$ cat src/rtl/seven_seg_scan_if.sv
// seven_seg_scan_if: bundle of the display-driver data/strobe inputs and
// the segment/digit/frame outputs. The master side drives din/load, and
// the slave side (the scanner) drives HEX/DIG_SEL/frame.
interface seven_seg_scan_if #(
  parameter int NUM_DIGITS = 4
);
  logic [4*NUM_DIGITS-1:0] din;
  logic                    load;
  logic [6:0]              HEX;
  logic [NUM_DIGITS-1:0]   DIG_SEL;
  logic                    frame;

  modport master (
    output din,
    output load,
    input  HEX,
    input  DIG_SEL,
    input  frame
  );

  modport slave (
    input  din,
    input  load,
    output HEX,
    output DIG_SEL,
    output frame
  );
endinterface

$ cat src/rtl/seven_seg_scan.sv
// seven_seg_scan: time-multiplexed hex display driver. A prescaler sets the
// dwell time per digit, a digit index walks 0..NUM_DIGITS-1, and the
// registered outputs present the active-low digit enable and the glyph of
// the selected nibble one clock after the index.
// Optional feature: define SEVEN_SEG_LZB_EN to enable leading-zero blanking
// (digit 0 is never blanked).
module seven_seg_scan #(
  parameter int NUM_DIGITS = 4,
  parameter int PRESCALE   = 50000
) (
  input logic             clk,
  input logic             reset,
  seven_seg_scan_if.slave bus
);
  localparam int CW = (PRESCALE > 1) ? $clog2(PRESCALE) : 1;
  localparam int IW = (NUM_DIGITS > 1) ? $clog2(NUM_DIGITS) : 1;
  localparam logic [CW-1:0] LAST_COUNT = CW'(PRESCALE - 1);
  localparam logic [IW-1:0] LAST_IDX   = IW'(NUM_DIGITS - 1);

  logic [4*NUM_DIGITS-1:0] disp_reg;
  logic [CW-1:0]           count_reg, count_next;
  logic [IW-1:0]           idx_reg, idx_next;
  logic                    wrap_reg, wrap_next;
  logic                    tick;
  logic [3:0]              nibble [NUM_DIGITS];
  logic [3:0]              sel_nibble;
  logic [6:0]              hex_next;
  logic [NUM_DIGITS-1:0]   dig_next;

  // Active-low {g,f,e,d,c,b,a} glyphs for the sixteen hex values.
  function automatic logic [6:0] glyph(input logic [3:0] n);
    logic [6:0] g;
    case (n)
      4'h0: g = 7'h40;
      4'h1: g = 7'h79;
      4'h2: g = 7'h24;
      4'h3: g = 7'h30;
      4'h4: g = 7'h19;
      4'h5: g = 7'h12;
      4'h6: g = 7'h02;
      4'h7: g = 7'h78;
      4'h8: g = 7'h00;
      4'h9: g = 7'h18;
      4'hA: g = 7'h08;
      4'hB: g = 7'h03;
      4'hC: g = 7'h46;
      4'hD: g = 7'h21;
      4'hE: g = 7'h06;
      default: g = 7'h0E;
    endcase
    return g;
  endfunction

  // Split the display register into per-digit nibbles.
  for (genvar gi = 0; gi < NUM_DIGITS; gi++) begin : g_nibble
    assign nibble[gi] = disp_reg[4*gi +: 4];
  end

`ifdef SEVEN_SEG_LZB_EN
  // zero_from[k] is true when nibbles NUM_DIGITS-1 down to k are all zero;
  // that is exactly the condition for blanking digit k (k > 0).
  logic [NUM_DIGITS-1:0] blank;
  logic [NUM_DIGITS:1]   zero_from;
  logic                  sel_blank;

  assign zero_from[NUM_DIGITS] = 1'b1;
  assign blank[0]              = 1'b0;
  for (genvar gi = 1; gi < NUM_DIGITS; gi++) begin : g_lzb
    assign zero_from[gi] = zero_from[gi+1] & (nibble[gi] == 4'h0);
    assign blank[gi]     = zero_from[gi];
  end
`endif

  // Select the nibble (and blanking flag) of the digit currently scanned.
  always_comb begin
    sel_nibble = 4'h0;
`ifdef SEVEN_SEG_LZB_EN
    sel_blank  = 1'b0;
`endif
    for (int k = 0; k < NUM_DIGITS; k++) begin
      if (idx_reg == IW'(k)) begin
        sel_nibble = nibble[k];
`ifdef SEVEN_SEG_LZB_EN
        sel_blank  = blank[k];
`endif
      end
    end
  end

  // Next-state of prescaler, digit index and the wrap marker that becomes frame.
  always_comb begin
    tick       = (count_reg == LAST_COUNT);
    count_next = tick ? '0 : count_reg + 1'b1;
    idx_next   = idx_reg;
    if (tick) begin
      idx_next = (idx_reg == LAST_IDX) ? '0 : idx_reg + 1'b1;
    end
    wrap_next  = tick && (idx_reg == LAST_IDX);
  end

  // Output values to be registered: digit enable and glyph follow idx by one clock.
  always_comb begin
    dig_next = ~(NUM_DIGITS'(1) << idx_reg);
    hex_next = glyph(sel_nibble);
`ifdef SEVEN_SEG_LZB_EN
    if (sel_blank) begin
      hex_next = 7'h7F;
    end
`endif
  end

  // Scan timing state: prescaler, digit index, wrap marker.
  always_ff @(posedge clk or posedge reset) begin
    if (reset) begin
      count_reg <= '0;
      idx_reg   <= '0;
      wrap_reg  <= 1'b0;
    end else begin
      count_reg <= count_next;
      idx_reg   <= idx_next;
      wrap_reg  <= wrap_next;
    end
  end

  // Display register: captures din on load, otherwise holds.
  always_ff @(posedge clk or posedge reset) begin
    if (reset) begin
      disp_reg <= '0;
    end else if (bus.load) begin
      disp_reg <= bus.din;
    end
  end

  // Registered outputs; frame lines up with DIG_SEL returning to digit 0.
  always_ff @(posedge clk or posedge reset) begin
    if (reset) begin
      bus.HEX     <= 7'h7F;
      bus.DIG_SEL <= '1;
      bus.frame   <= 1'b0;
    end else begin
      bus.HEX     <= hex_next;
      bus.DIG_SEL <= dig_next;
      bus.frame   <= wrap_reg;
    end
  end
endmodule

$ cat src/flat_wrapper.sv
// flat-port wrapper written by rule: the top's interface ports become plain ports
module seven_seg_scan_flat 
#(
  parameter int NUM_DIGITS = 4,
  parameter int PRESCALE   = 50000
)
  (clk, reset, bus_din, bus_load, bus_HEX, bus_DIG_SEL, bus_frame);
  seven_seg_scan_if #(.NUM_DIGITS(NUM_DIGITS)) bus_i ();
  input logic clk;
  input logic reset;
  input wire logic [$bits(bus_i.din)-1:0] bus_din;
  input wire logic [$bits(bus_i.load)-1:0] bus_load;
  output wire logic [$bits(bus_i.HEX)-1:0] bus_HEX;
  output wire logic [$bits(bus_i.DIG_SEL)-1:0] bus_DIG_SEL;
  output wire logic [$bits(bus_i.frame)-1:0] bus_frame;
  assign bus_i.din = bus_din;
  assign bus_i.load = bus_load;
  assign bus_HEX = bus_i.HEX;
  assign bus_DIG_SEL = bus_i.DIG_SEL;
  assign bus_frame = bus_i.frame;
  seven_seg_scan #(.NUM_DIGITS(NUM_DIGITS), .PRESCALE(PRESCALE)) u_core (.clk(clk), .reset(reset), .bus(bus_i));
endmodule
$ cat config.mk
export PLATFORM = sky130hd
export DESIGN_NAME = seven_seg_scan_flat
export DESIGN_NICKNAME = d
export VERILOG_FILES = /design/src/rtl/seven_seg_scan_if.sv /design/src/rtl/seven_seg_scan.sv /design/src/flat_wrapper.sv
export SDC_FILE = /design/constraint.sdc
export NUM_CORES = 1
export LEC_CHECK = 0
export BUFFER_PORTS_ARGS = -buffer_cell sky130_fd_sc_hd__buf_2
export CORE_ASPECT_RATIO = 1.2
export CORE_UTILIZATION = 55
export CTS_CLUSTER_DIAMETER = 120
export CTS_CLUSTER_SIZE = 16
export DETAILED_ROUTE_END_ITERATION = 7
export PLACE_DENSITY = 0.74
export SYNTH_ARGS = -nofsm -noshare
export SYNTH_HDL_FRONTEND = slang
export SYNTH_SLANG_ARGS = --single-unit
$ cat constraint.sdc
create_clock -name clk -period 5.14 [get_ports clk]
set_input_delay 0.514 -clock clk [delete_from_list [all_inputs] [get_ports clk]]
set_output_delay 0.514 -clock clk [all_outputs]
set_load 0.05 [all_outputs]
==> run summary <==
The launching element type of the critical path is a register. The multi-input combinational cells in the finished layout cover a total of 938 um2. The register share of total power came out at 48.4%. The average wire per cell in the routed design is 13.8 um. The run finished with clean final reports. In this run the static leakage power is 1.20 nW.

The fraction of the core area covered by cells at the end of the flow came out at 67.6%. The full die area is 4290 um2. The worst clock skew on the final layout is 5.85 ps.

The post-CTS repair timing setup buffer count is 0. The via count of the first global-routing pass is 1,541. The top cell types in the final layout, fill and taps aside, are 36 x sky130_fd_sc_hd__dfrtp_1, 30 x sky130_fd_sc_hd__buf_2, 17 x sky130_fd_sc_hd__nor2_1, 17 x sky130_fd_sc_hd__mux2_2, 12 x sky130_fd_sc_hd__nand2_1. The first global-routing pass estimated 6.73 mm of wire. The count of placed standard cells in the final layout, fillers left out came out at 272. The maximum net fanout on the critical path is 6. The final worst hold slack is 329 ps. Setup violations remaining at the end of the flow were counted as 0.

Clock latency on the worst-skew pair, taken at its later pin, is 300 ps. 31 I/O pins were placed. The initial core utilization came out at 59.1%.

The global placer's final weighted congestion is 0.883. The type of the worst setup path is reg2reg. The met1 routed wirelength after detailed routing is 1.64 mm.

CTS placed an instance of sky130_fd_sc_hd__clkbuf_8 at the clock tree root. The number of buffers inserted by hold repair at cts is 0. The total length of routed met2 wires is 1.91 mm.

The width of the chip came out at 60.0 um. The count of nets after finishing is 249. The buffer levels on the longest clock path came out at 2. The leftover overflow at the end of global routing came out at 0.

The first-iteration detailed-routing DRC count is 55. In this run the remaining antenna-violating nets after routing total 0. Summing every instance area after synthesis gives 2220 um2. The fraction of final layout cells with drive strength greater than 1 is 32.7%. The cell total after placement is 264.

For the finished layout, the period the worst path requires is 2670 ps. The data arrival time of the worst path came out at 2880 ps. In the finished design, the share of the clock period the worst path needs comes to 52.0%. The number of flops mapped to enable cells by yosys came out at 0.

The number of gates resized after CTS was 0. The number of filler cells placed in the layout is 289. The highest metal layer carrying signal wires in the routed design is met4. The number of nets handed over by synthesis was 216.

The total negative slack for setup checks is 0 ps. The number of antenna repair diodes is 0. The worst setup path is captured at a register. The total power of the final layout is 0.845 mW. The clock transition at the registers of the reported paths came out at 80 ps.

Among all flip-flop cells after synthesis, the most frequent one is sky130_fd_sc_hd__dfrtp_1. TritonCTS built the clock tree. The quantity of I/O buffers inserted on ports came out at 30. The aggregate routed wire length came out at 3.75 mm. The critical path data required time is 5350 ps. Dividing the detail-routed via count by the number of cells gives 5.39.

The initial antenna violation count is 0. The final routed DRC violation total came out at 0. The detailed placement HPWL came out at 2.78 mm. The number of clock sinks came out at 47. The power density normalized to cell area is 333 nW/um2. For the pin with the worst max-slew slack, the measured transition is 567 ps. Of the total power, the share spent switching nets is 24.6%.

The clock network burns 37.0% of the power. The final count of pins violating max slew is 0. In this run, the combinational gates consume 14.6% of the power. The floorplan core area is 3750 um2. Entering global routing, the biggest net connects 48 pins. The total number of vias is 1,467. Sequential elements use 53.6% of the synthesized area. The internal power came out at 0.636 mW. The worst min-delay path category is in2async. Synthesis produced a netlist whose cell count is 186. The count of distinct cell types in the synthesized netlist came out at 39. A synthesized cell averages 11.9 um2.

For this run, the total global-route usage over all layers was measured as 21.0%. The deepest level of the CTS H-tree is 2. Setup repair after global routing left no endpoint under its margin. The library cell used most frequently in the layout, excluding fill and tap cells, is sky130_fd_sc_hd__dfrtp_1. The peak ir drop on the vdd network is 0.287 mV. The die extent in y is 71.6 um. The max-capacitance violation count is 0.

The switching power of the nets came out at 0.208 mW. For this run, the detailed router's first-pass iteration total came to 4. The highest clock frequency the design can meet came out at 0.374 GHz.

The area growth from synthesis to layout came out at 14.3%. The register area is 1190 um2. The number of placement rows is 24. After detailed routing, the met3 layer carries 115 um of wire. In this run, CTS created clock tree buffers numbering 5. The register bit total from synthesis is 47. The number of hold violations in the final report came out at 0. Measured against its own limit, the worst slew margin works out to 62.2%. The Yosys warning count came out at 0.

Counting flops with an async set or reset pin after synthesis yields a share of 100%.
-- per-stage QoR --
step / cell area [um2] / setup slack (ps)
after global placement: 2400 / 2670
final: 2540 / 2470
after CTS: 2540 / 2460
after floorplan: 2220 / 2790
after detailed placement: 2400 / 2480
after global routing: 2540 / 2240
-- cell type report --
cell class              count  area share (%)
repair buffers             32            6.51
multi-input cells         121            37.0
well taps                  52            2.57
inverters                  12            1.78
flip-flops and latches     47            46.9
clock buffers               6            2.86
clock inverters             2            2.37
-- power by group through the flow --
| stage | Clock (mW) | Combinational (mW) | Sequential, mW |
|---|---|---|---|
| 2_1_floorplan | 0 | 0.0629 | 0.451 |
| 6_report | 0.313 | 0.123 | 0.409 |
| 5_1_grt | 0.331 | 0.135 | 0.413 |
| 3_3_place_gp | 0 | 0.120 | 0.416 |
| 3_5_place_dp | 0 | 0.124 | 0.416 |
| 4_1_cts | 0.319 | 0.124 | 0.409 |
-- cell families after synthesis --
group / synth area share (%)
xor+xnor: 5.92
fa+ha+maj: 6.20
simple gates: 11.7
buf+inv: 4.11
flops: 53.6
compound gates: 8.46
mux: 9.98
-- synth_stat cells (all sizes together) (2+ instances only) --
master | number | share of area [%]
a211o | 2 | 0.79
a22o | 3 | 1.2
and3 | 4 | 1.2
buf | 4 | 1.7
clkbuf | 2 | 0.34
dfrtp | 36 | 41
dfstp | 11 | 13
ha | 11 | 6.2
inv | 11 | 1.9
mux2 | 17 | 8.6
mux2i | 3 | 1.4
nand2 | 12 | 2.0
nand3 | 8 | 1.8
nand4 | 4 | 1.1
nor2 | 17 | 2.9
nor3 | 3 | 0.68
o211ai | 3 | 1.0
o21ai | 2 | 0.45
o221ai | 3 | 2.0
o22ai | 2 | 0.85
xnor2 | 9 | 3.6
xor2 | 6 | 2.4
-- worst max-delay path: stages (launching register included) --
cell and delay [ps]:
sky130_fd_sc_hd__dfrtp_1 410, sky130_fd_sc_hd__inv_1 110, sky130_fd_sc_hd__ha_1 220, sky130_fd_sc_hd__or2b_2 370
sky130_fd_sc_hd__o221ai_1 450, sky130_fd_sc_hd__inv_1 140, sky130_fd_sc_hd__ha_1 340, sky130_fd_sc_hd__inv_1 140
sky130_fd_sc_hd__mux2i_1 90, sky130_fd_sc_hd__a221oi_1 300
-- per-layer routing --
| metal | vias up | global-route usage [%] |
|---|---|---|
| met3 | 9 | 3.97 |
| met4 | 0 | 8.01 |
| met5 | - | 0 |
| met2 | 28 | 35.3 |
| li1 | 710 | - |
| met1 | 720 | 26.3 |
-- path summary, 6_finish.rpt --
path | start | to | slack, ps | cells past startpoint
max in group asynchronous | reset | u_core.bus.DIG_SEL[0]$_DFF_PP1_ | 4410 | 3
worst max-delay path | u_core.idx_reg[0]$_DFFE_PP0N_ | u_core.bus.HEX[3]$_DFF_PP1_ | 2470 | 9
worst max register to register | u_core.idx_reg[0]$_DFFE_PP0N_ | u_core.bus.HEX[3]$_DFF_PP1_ | 2470 | 9
worst min-delay path | reset | u_core.count_reg[14]$_DFF_PP0_ | 330 | 3
worst min register to register | u_core.wrap_reg$_DFF_PP0_ | u_core.bus.frame$_DFF_PP0_ | 360 | 0
min in group clk | u_core.wrap_reg$_DFF_PP0_ | u_core.bus.frame$_DFF_PP0_ | 360 | 0
Note: power is estimated with default switching activity, not from simulation.
